--- src/rtl/fetch_unit_if.sv ---
// Handshake bundles used by the fetch stage: the instruction-memory port
// (request/response) and the decoder-facing instruction port.
interface imem_if;
  logic        req_valid;
  logic        req_ready;
  logic [31:0] req_addr;
  logic        resp_valid;
  logic [31:0] resp_data;

  modport master (output req_valid, req_addr, input req_ready, resp_valid, resp_data);
  modport slave  (input req_valid, req_addr, output req_ready, resp_valid, resp_data);
endinterface

interface fetch_out_if;
  logic        valid;
  logic        ready;
  logic [31:0] instr;
  logic [31:0] pc;

  modport master (output valid, instr, pc, input ready);
  modport slave  (input valid, instr, pc, output ready);
endinterface

--- src/rtl/fetch_unit.sv ---
// Instruction-fetch stage: in-order word fetches under a credit limit, response
// buffering with PC tagging, and redirect handling that discards stale fetches.
module fetch_unit #(
  parameter logic [31:0] RESET_PC   = 32'h0000_0000,
  parameter int unsigned FIFO_DEPTH = 2
) (
  input  logic        clk,
  input  logic        rst_n,
  input  logic        redirect_valid_i,
  input  logic [31:0] redirect_pc_i,
  imem_if.master      imem,
  fetch_out_if.master dec
);

  localparam int unsigned   PW      = (FIFO_DEPTH > 1) ? $clog2(FIFO_DEPTH) : 1;
  localparam int unsigned   CW      = $clog2(FIFO_DEPTH + 1) + 2;
  localparam logic [CW-1:0] DEPTH_C = CW'(FIFO_DEPTH);
  localparam logic [PW-1:0] LAST_C  = PW'(FIFO_DEPTH - 1);
  localparam logic [31:0]   NOP     = 32'h0000_0013;

  function automatic logic [PW-1:0] ptr_inc(input logic [PW-1:0] p);
    return (p == LAST_C) ? '0 : p + PW'(1);
  endfunction

  logic [31:0]   fetch_pc_q, fetch_pc_d;
  logic [CW-1:0] out_cnt_q, out_cnt_d;
  logic [CW-1:0] drop_cnt_q, drop_cnt_d;
  logic [CW-1:0] occ_q, occ_d;
  logic [PW-1:0] rd_ptr_q, rd_ptr_d;
  logic [PW-1:0] wr_ptr_q, wr_ptr_d;
  logic [PW-1:0] tag_rd_q, tag_rd_d;
  logic [PW-1:0] tag_wr_q, tag_wr_d;

  logic [31:0]   instr_mem_q [FIFO_DEPTH];
  logic [31:0]   pc_mem_q    [FIFO_DEPTH];
  logic [31:0]   tag_mem_q   [FIFO_DEPTH];

  logic [CW-1:0] used;
  logic          credit;
  logic          req_fire;
  logic          resp;
  logic          push;
  logic          pop;
  logic          out_valid;

  // Everything that will eventually occupy a buffer slot counts against the credit,
  // including responses that are only coming back to be thrown away.
  assign used      = out_cnt_q + occ_q + drop_cnt_q;
  assign credit    = used < DEPTH_C;
  assign req_fire  = imem.req_valid && imem.req_ready;
  assign resp      = rst_n && imem.resp_valid;
  assign out_valid = rst_n && !redirect_valid_i && (occ_q != '0);
  assign pop       = out_valid && dec.ready;
  assign push      = resp && (drop_cnt_q == '0) && !redirect_valid_i;

  assign imem.req_valid = rst_n && !redirect_valid_i && credit;
  assign imem.req_addr  = fetch_pc_q;

  assign dec.valid = out_valid;
  assign dec.instr = out_valid ? instr_mem_q[rd_ptr_q] : NOP;
  assign dec.pc    = out_valid ? pc_mem_q[rd_ptr_q] : 32'h0;

  always_comb begin
    fetch_pc_d = fetch_pc_q;
    drop_cnt_d = drop_cnt_q;
    occ_d      = occ_q;
    rd_ptr_d   = rd_ptr_q;
    wr_ptr_d   = wr_ptr_q;
    tag_rd_d   = tag_rd_q;
    tag_wr_d   = tag_wr_q;
    out_cnt_d  = out_cnt_q + CW'(req_fire) - CW'(resp);

    if (req_fire) begin
      fetch_pc_d = fetch_pc_q + 32'd4;
      tag_wr_d   = ptr_inc(tag_wr_q);
    end
    if (resp) begin
      tag_rd_d = ptr_inc(tag_rd_q);
    end

    // A redirect cycle's own response is discarded, so only the rest need dropping.
    if (redirect_valid_i) begin
      fetch_pc_d = {redirect_pc_i[31:2], 2'b00};
      drop_cnt_d = out_cnt_q - CW'(resp);
      occ_d      = '0;
      rd_ptr_d   = '0;
      wr_ptr_d   = '0;
    end else begin
      if (resp && (drop_cnt_q != '0)) begin
        drop_cnt_d = drop_cnt_q - CW'(1);
      end
      if (push) begin
        wr_ptr_d = ptr_inc(wr_ptr_q);
      end
      if (pop) begin
        rd_ptr_d = ptr_inc(rd_ptr_q);
      end
      occ_d = occ_q + CW'(push) - CW'(pop);
    end
  end

  always_ff @(posedge clk) begin
    if (!rst_n) begin
      fetch_pc_q <= RESET_PC;
      out_cnt_q  <= '0;
      drop_cnt_q <= '0;
      occ_q      <= '0;
      rd_ptr_q   <= '0;
      wr_ptr_q   <= '0;
      tag_rd_q   <= '0;
      tag_wr_q   <= '0;
    end else begin
      fetch_pc_q <= fetch_pc_d;
      out_cnt_q  <= out_cnt_d;
      drop_cnt_q <= drop_cnt_d;
      occ_q      <= occ_d;
      rd_ptr_q   <= rd_ptr_d;
      wr_ptr_q   <= wr_ptr_d;
      tag_rd_q   <= tag_rd_d;
      tag_wr_q   <= tag_wr_d;
    end
  end

  // Storage needs no reset: the occupancy and pointer registers qualify its contents.
  always_ff @(posedge clk) begin
    if (push) begin
      instr_mem_q[wr_ptr_q] <= imem.resp_data;
      pc_mem_q[wr_ptr_q]    <= tag_mem_q[tag_rd_q];
    end
    if (req_fire) begin
      tag_mem_q[tag_wr_q] <= fetch_pc_q;
    end
  end

  resp_without_request: assert property (
    @(posedge clk) disable iff (!rst_n) imem.resp_valid |-> (out_cnt_q != '0)
  );

endmodule

--- src/flat_wrapper.sv ---
// flat-port wrapper written by rule: the top's interface ports become plain ports
module fetch_unit_flat 
#(
  parameter logic [31:0] RESET_PC   = 32'h0000_0000,
  parameter int unsigned FIFO_DEPTH = 2
)
  (clk, rst_n, redirect_valid_i, redirect_pc_i, imem_req_valid, imem_req_addr, imem_req_ready, imem_resp_valid, imem_resp_data, dec_valid, dec_instr, dec_pc, dec_ready);
  imem_if imem_i ();
  fetch_out_if dec_i ();
  input  logic clk;
  input  logic rst_n;
  input  logic redirect_valid_i;
  input  logic [31:0] redirect_pc_i;
  output wire logic [$bits(imem_i.req_valid)-1:0] imem_req_valid;
  output wire logic [$bits(imem_i.req_addr)-1:0] imem_req_addr;
  input wire logic [$bits(imem_i.req_ready)-1:0] imem_req_ready;
  input wire logic [$bits(imem_i.resp_valid)-1:0] imem_resp_valid;
  input wire logic [$bits(imem_i.resp_data)-1:0] imem_resp_data;
  output wire logic [$bits(dec_i.valid)-1:0] dec_valid;
  output wire logic [$bits(dec_i.instr)-1:0] dec_instr;
  output wire logic [$bits(dec_i.pc)-1:0] dec_pc;
  input wire logic [$bits(dec_i.ready)-1:0] dec_ready;
  assign imem_req_valid = imem_i.req_valid;
  assign imem_req_addr = imem_i.req_addr;
  assign imem_i.req_ready = imem_req_ready;
  assign imem_i.resp_valid = imem_resp_valid;
  assign imem_i.resp_data = imem_resp_data;
  assign dec_valid = dec_i.valid;
  assign dec_instr = dec_i.instr;
  assign dec_pc = dec_i.pc;
  assign dec_i.ready = dec_ready;
  fetch_unit #(.RESET_PC(RESET_PC), .FIFO_DEPTH(FIFO_DEPTH)) u_core (.clk(clk), .rst_n(rst_n), .redirect_valid_i(redirect_valid_i), .redirect_pc_i(redirect_pc_i), .imem(imem_i), .dec(dec_i));
endmodule
--- config.mk ---
export PLATFORM = sky130hd
export DESIGN_NAME = fetch_unit_flat
export DESIGN_NICKNAME = d
export VERILOG_FILES = /design/src/rtl/fetch_unit_if.sv /design/src/rtl/fetch_unit.sv /design/src/flat_wrapper.sv
export SDC_FILE = /design/constraint.sdc
export NUM_CORES = 1
export LEC_CHECK = 0
export ABC_AREA = 1
export CAP_MARGIN = 20
export CORE_AREA = 2 2 138 140
export DETAILED_ROUTE_END_ITERATION = 6
export DIE_AREA = 0 0 140 142
export PLACE_DENSITY = 0.9
export SLEW_MARGIN = 20
export SYNTH_ARGS = -nofsm -noshare
export SYNTH_HDL_FRONTEND = slang
export SYNTH_SLANG_ARGS = --single-unit
--- constraint.sdc ---
create_clock -name clk -period 10.2 [get_ports clk]
set_input_delay 2.04 -clock clk [delete_from_list [all_inputs] [get_ports clk]]
set_output_delay 2.04 -clock clk [all_outputs]
set_load 0.02 [all_outputs]
==> impl_metrics.json <==
{
  "status": "complete, but fails checks",
  "failed_checks": "DRC",
  "antenna_found_initial": 0,
  "cts_sinks": 232,
  "hold_viol": 0,
  "cts_buffer_depth": 3,
  "antenna_cells": 0,
  "clkTransAtPathRegs_ns": 0.07,
  "max_stage_delay_ns": 0.57,
  "wl_met3_um": 1886,
  "start_util_pct": 55.72,
  "root_buffer": "clkbuf_16",
  "utilization_pct": 69.36,
  "coreArea_mm2": 0.01846,
  "initialDrtViolationCount": 718,
  "wl_met2_um": 11580,
  "areaGrowthSynthToFinish_pct": 24.48,
  "cp-endpoint": "dec_pc[29]",
  "finalInstanceArea_mm2": 0.01280,
  "reg2reg_depth": 10,
  "num_rows": 50,
  "crit_top_cell": "clkdlybuf4s50_1",
  "layout.nets": 1239,
  "cts_tree": "yes",
  "drv_cap": 0,
  "track_usage_pct": 23.06,
  "crit_chain": "clkdlybuf4s50_1 > buf_4 > clkinv_4 > nand2_4 > a31oi_4 > inv_2 > buf_12 > a21oi_1 > clkdlybuf4s50_1",
  "synth_edf_count": 184,
  "dp.cells": 1357,
  "setup_viol": 0,
  "grt_pass1_wl_um": 36700,
  "synthCells": 996,
  "drive_above_1_share_pct": 7.897,
  "ys_seq_area_share_pct": 63.08,
  "totalWireLength_um": 23200,
  "hp-class": "flop to flop",
  "r2r_slack_ns": 6.65,
  "fillers": 1289,
  "numPortBuffers": 161,
  "synth_commonest_cells": "nand2_1, edfxtp_1, a21oi_1",
  "yosysUniqueCellTypes": 40,
  "yosysTopAreaCellShare_pct": 53.74,
  "synth_warnings": 0,
  "via_count": 7565,
  "worstMarginPinSlew_ns": 0.9575,
  "synth.most_common_cell": "nand2_1",
  "synth_top_flop_cell": "edfxtp_1",
  "clock_skew_ns": 0.01348,
  "cp-end-kind": "primary output",
  "cp.required_ns": 8.16,
  "numCtsBuffers": 23,
  "cp_max_fo": 49,
  "via_per_inst": 5.407,
  "hold-worst-slack_ns": 0.5220,
  "power_density_mw_per_mm2": 163.4,
  "drt-met1-wl_um": 8916,
  "p_leak_uw": 0.004594,
  "gp_congestion": 0.8993,
  "clock.fmax_mhz": 142.5,
  "die_w_um": 140,
  "die_h_um": 142,
  "layout_min_cycle_time_ns": 7.019,
  "hpwl_um": 14950,
  "ant_nets": 0,
  "yosys-top-cells-area": "edfxtp_1, nand2_1, dfxtp_1",
  "drt_pass1_iterations": 7,
  "wl_per_cell_um": 16.58,
  "critPathLaunch": "redirect_valid_i",
  "clock_latency_ns": 0.50,
  "synth-seq-cells": 232,
  "rsz0062_at_grt": "false",
  "yosysTopAreaCell": "edfxtp_1",
  "grt_max_degree": 64,
  "worstSetupStartpointType": "input port",
  "pin_count": 168,
  "crit_buf_inv": 6,
  "syn-cell-area_mm2": 0.01028,
  "ys_async_sr_fraction_pct": 0,
  "first_global_vias": 7321,
  "r2r-end": "u_core.tag_mem_q[1][18]$_DFFE_PP_",
  "die_area_mm2": 0.01988,
  "ctsHoldBuffers": 0,
  "highest_layer": "met4",
  "overflow": 0,
  "cp_data_arrival_time_ns": 4.98,
  "drc": 15,
  "critPathTopFamily": "buffers and inverters",
  "cpMaxStageDelayCell": "clkdlybuf4s50_1",
  "fin_crit_sh_pct": 68.82,
  "worst-path-stages": 9,
  "synth.avg_cell_area_um2": 10.32,
  "path_class": "input port to primary output",
  "place_area_mm2": 0.01207,
  "final_max_slew_viol_count": 0,
  "vdd_ir_drop_max_mv": 0.1214,
  "timing.rr.start": "u_core.occ_q[1]$_SDFF_PP0_",
  "cts_max_level": 1,
  "finalSetupTns_ns": 0,
  "ctsResizeCount": 0,
  "slew_headroom_pct": 36.17,
  "postCtsSetupBuffers": 0,
  "fin_cells": 1399
}
==> final cells by class <==
class                      instances  area (µm²)  area share, %
sequential                       232        6487          50.68
inverter                          66       254.0          1.984
clock inverter                    14       117.6         0.9189
timing repair buffer             170        1692          13.22
clock buffer                      27       590.6          4.614
tap                              234       292.8          2.287
multi-input combinational        656        3366          26.30
==> per-stage QoR <==
stage | setup WS, ns | total power [µW]
final | 3.181 | 2091
after global routing | 2.981 | 2170
after CTS | 2.857 | 2103
after detailed placement | 2.906 | 1320
after global placement | 2.949 | 1307
after floorplan | 4.448 | 1236
==> metal layers <==
| metal | GRT usage (%) | vias to the layer above |
|---|---|---|
| met5 | 0 | - |
| met2 | 41.20 | 317 |
| met3 | 3.297 | 62 |
| li1 | - | 3657 |
| met1 | 28.70 | 3529 |
| met4 | 8.825 | 0 |
==> state kept, by name, indices dropped and copies added (netlist names), 4 cells and up, named ones only <==
| register | cells |
|---|---|
| u_core.instr_mem_q | 64 |
| u_core.pc_mem_q | 60 |
| u_core.tag_mem_q | 60 |
| u_core.imem.req_addr | 30 |
| u_core.drop_cnt_q | 4 |
| u_core.occ_q | 4 |
| u_core.out_cnt_q | 4 |
==> cells in the final DEF, fill, tap and decap left out, drive strengths merged <==
cell / count
mux2: 30
nor3b: 2
nor3: 2
conb: 4
ha: 15
bufinv: 1
a21oi: 89
nand2: 318
xnor2: 8
inv: 66
a21o: 1
o21bai: 3
nor2: 69
fa: 5
clkdlybuf4s50: 161
nand4: 3
buf: 9
nand3b: 8
clkinvlp: 5
clkinv: 8
clkbuf: 27
o21a: 2
nand3: 67
o21ai: 20
and2: 1
edfxtp: 184
xor2: 6
dfxtp: 48
a211oi: 1
a31oi: 2
==> power by group <==
part / total (µW) / switching (µW) / internal (µW)
clock network: 789 / 344 / 444
logic: 214 / 118 / 96.3
registers: 1090 / 31.1 / 1060
total: 2090 / 493 / 1600
==> cells by family (layout without fill, tap and decap cells) <==
group	count (synthesis)	in the layout	synth area share [%]
AO/OA/AOI/OAI	118	118	6.084
XOR/XNOR	14	14	1.193
adder cells (fa/ha/maj)	20	20	2.799
buffers and inverters	111	277	4.490
flip-flops	232	232	63.08
multiplexers	30	30	3.285
other	1	4	0.03647
AND/OR/NAND/NOR	470	470	19.03
==> how the worst min path moves through the flow <==
| stage | start | endpoint | slack (ns) | cells past startpoint |
|---|---|---|---|---|
| after floorplan | u_core.tag_wr_q$_SDFFE_PN0N_ | u_core.tag_wr_q$_SDFFE_PN0N_ | 0.46 | 2 |
| after global placement | u_core.rd_ptr_q$_SDFFE_PP0P_ | u_core.rd_ptr_q$_SDFFE_PP0P_ | 0.47 | 1 |
| after detailed placement | u_core.rd_ptr_q$_SDFFE_PP0P_ | u_core.rd_ptr_q$_SDFFE_PP0P_ | 0.50 | 1 |
| after CTS | u_core.rd_ptr_q$_SDFFE_PP0P_ | u_core.rd_ptr_q$_SDFFE_PP0P_ | 0.52 | 1 |
| after global routing | u_core.tag_wr_q$_SDFFE_PN0N_ | u_core.tag_wr_q$_SDFFE_PN0N_ | 0.55 | 2 |
| final | u_core.tag_rd_q$_SDFFE_PN0P_ | flop | 0.52 | 2 |
==> worst register-to-register path, delay by kind of cell (launching register included) <==
kind	cells	cell delay, ns
adder cells (fa/ha/maj)	3	1.10
buffers and inverters	4	0.66
AND/OR/NAND/NOR	3	1.02
flip-flops	1	0.39
(Power assumes the default switching activity.)
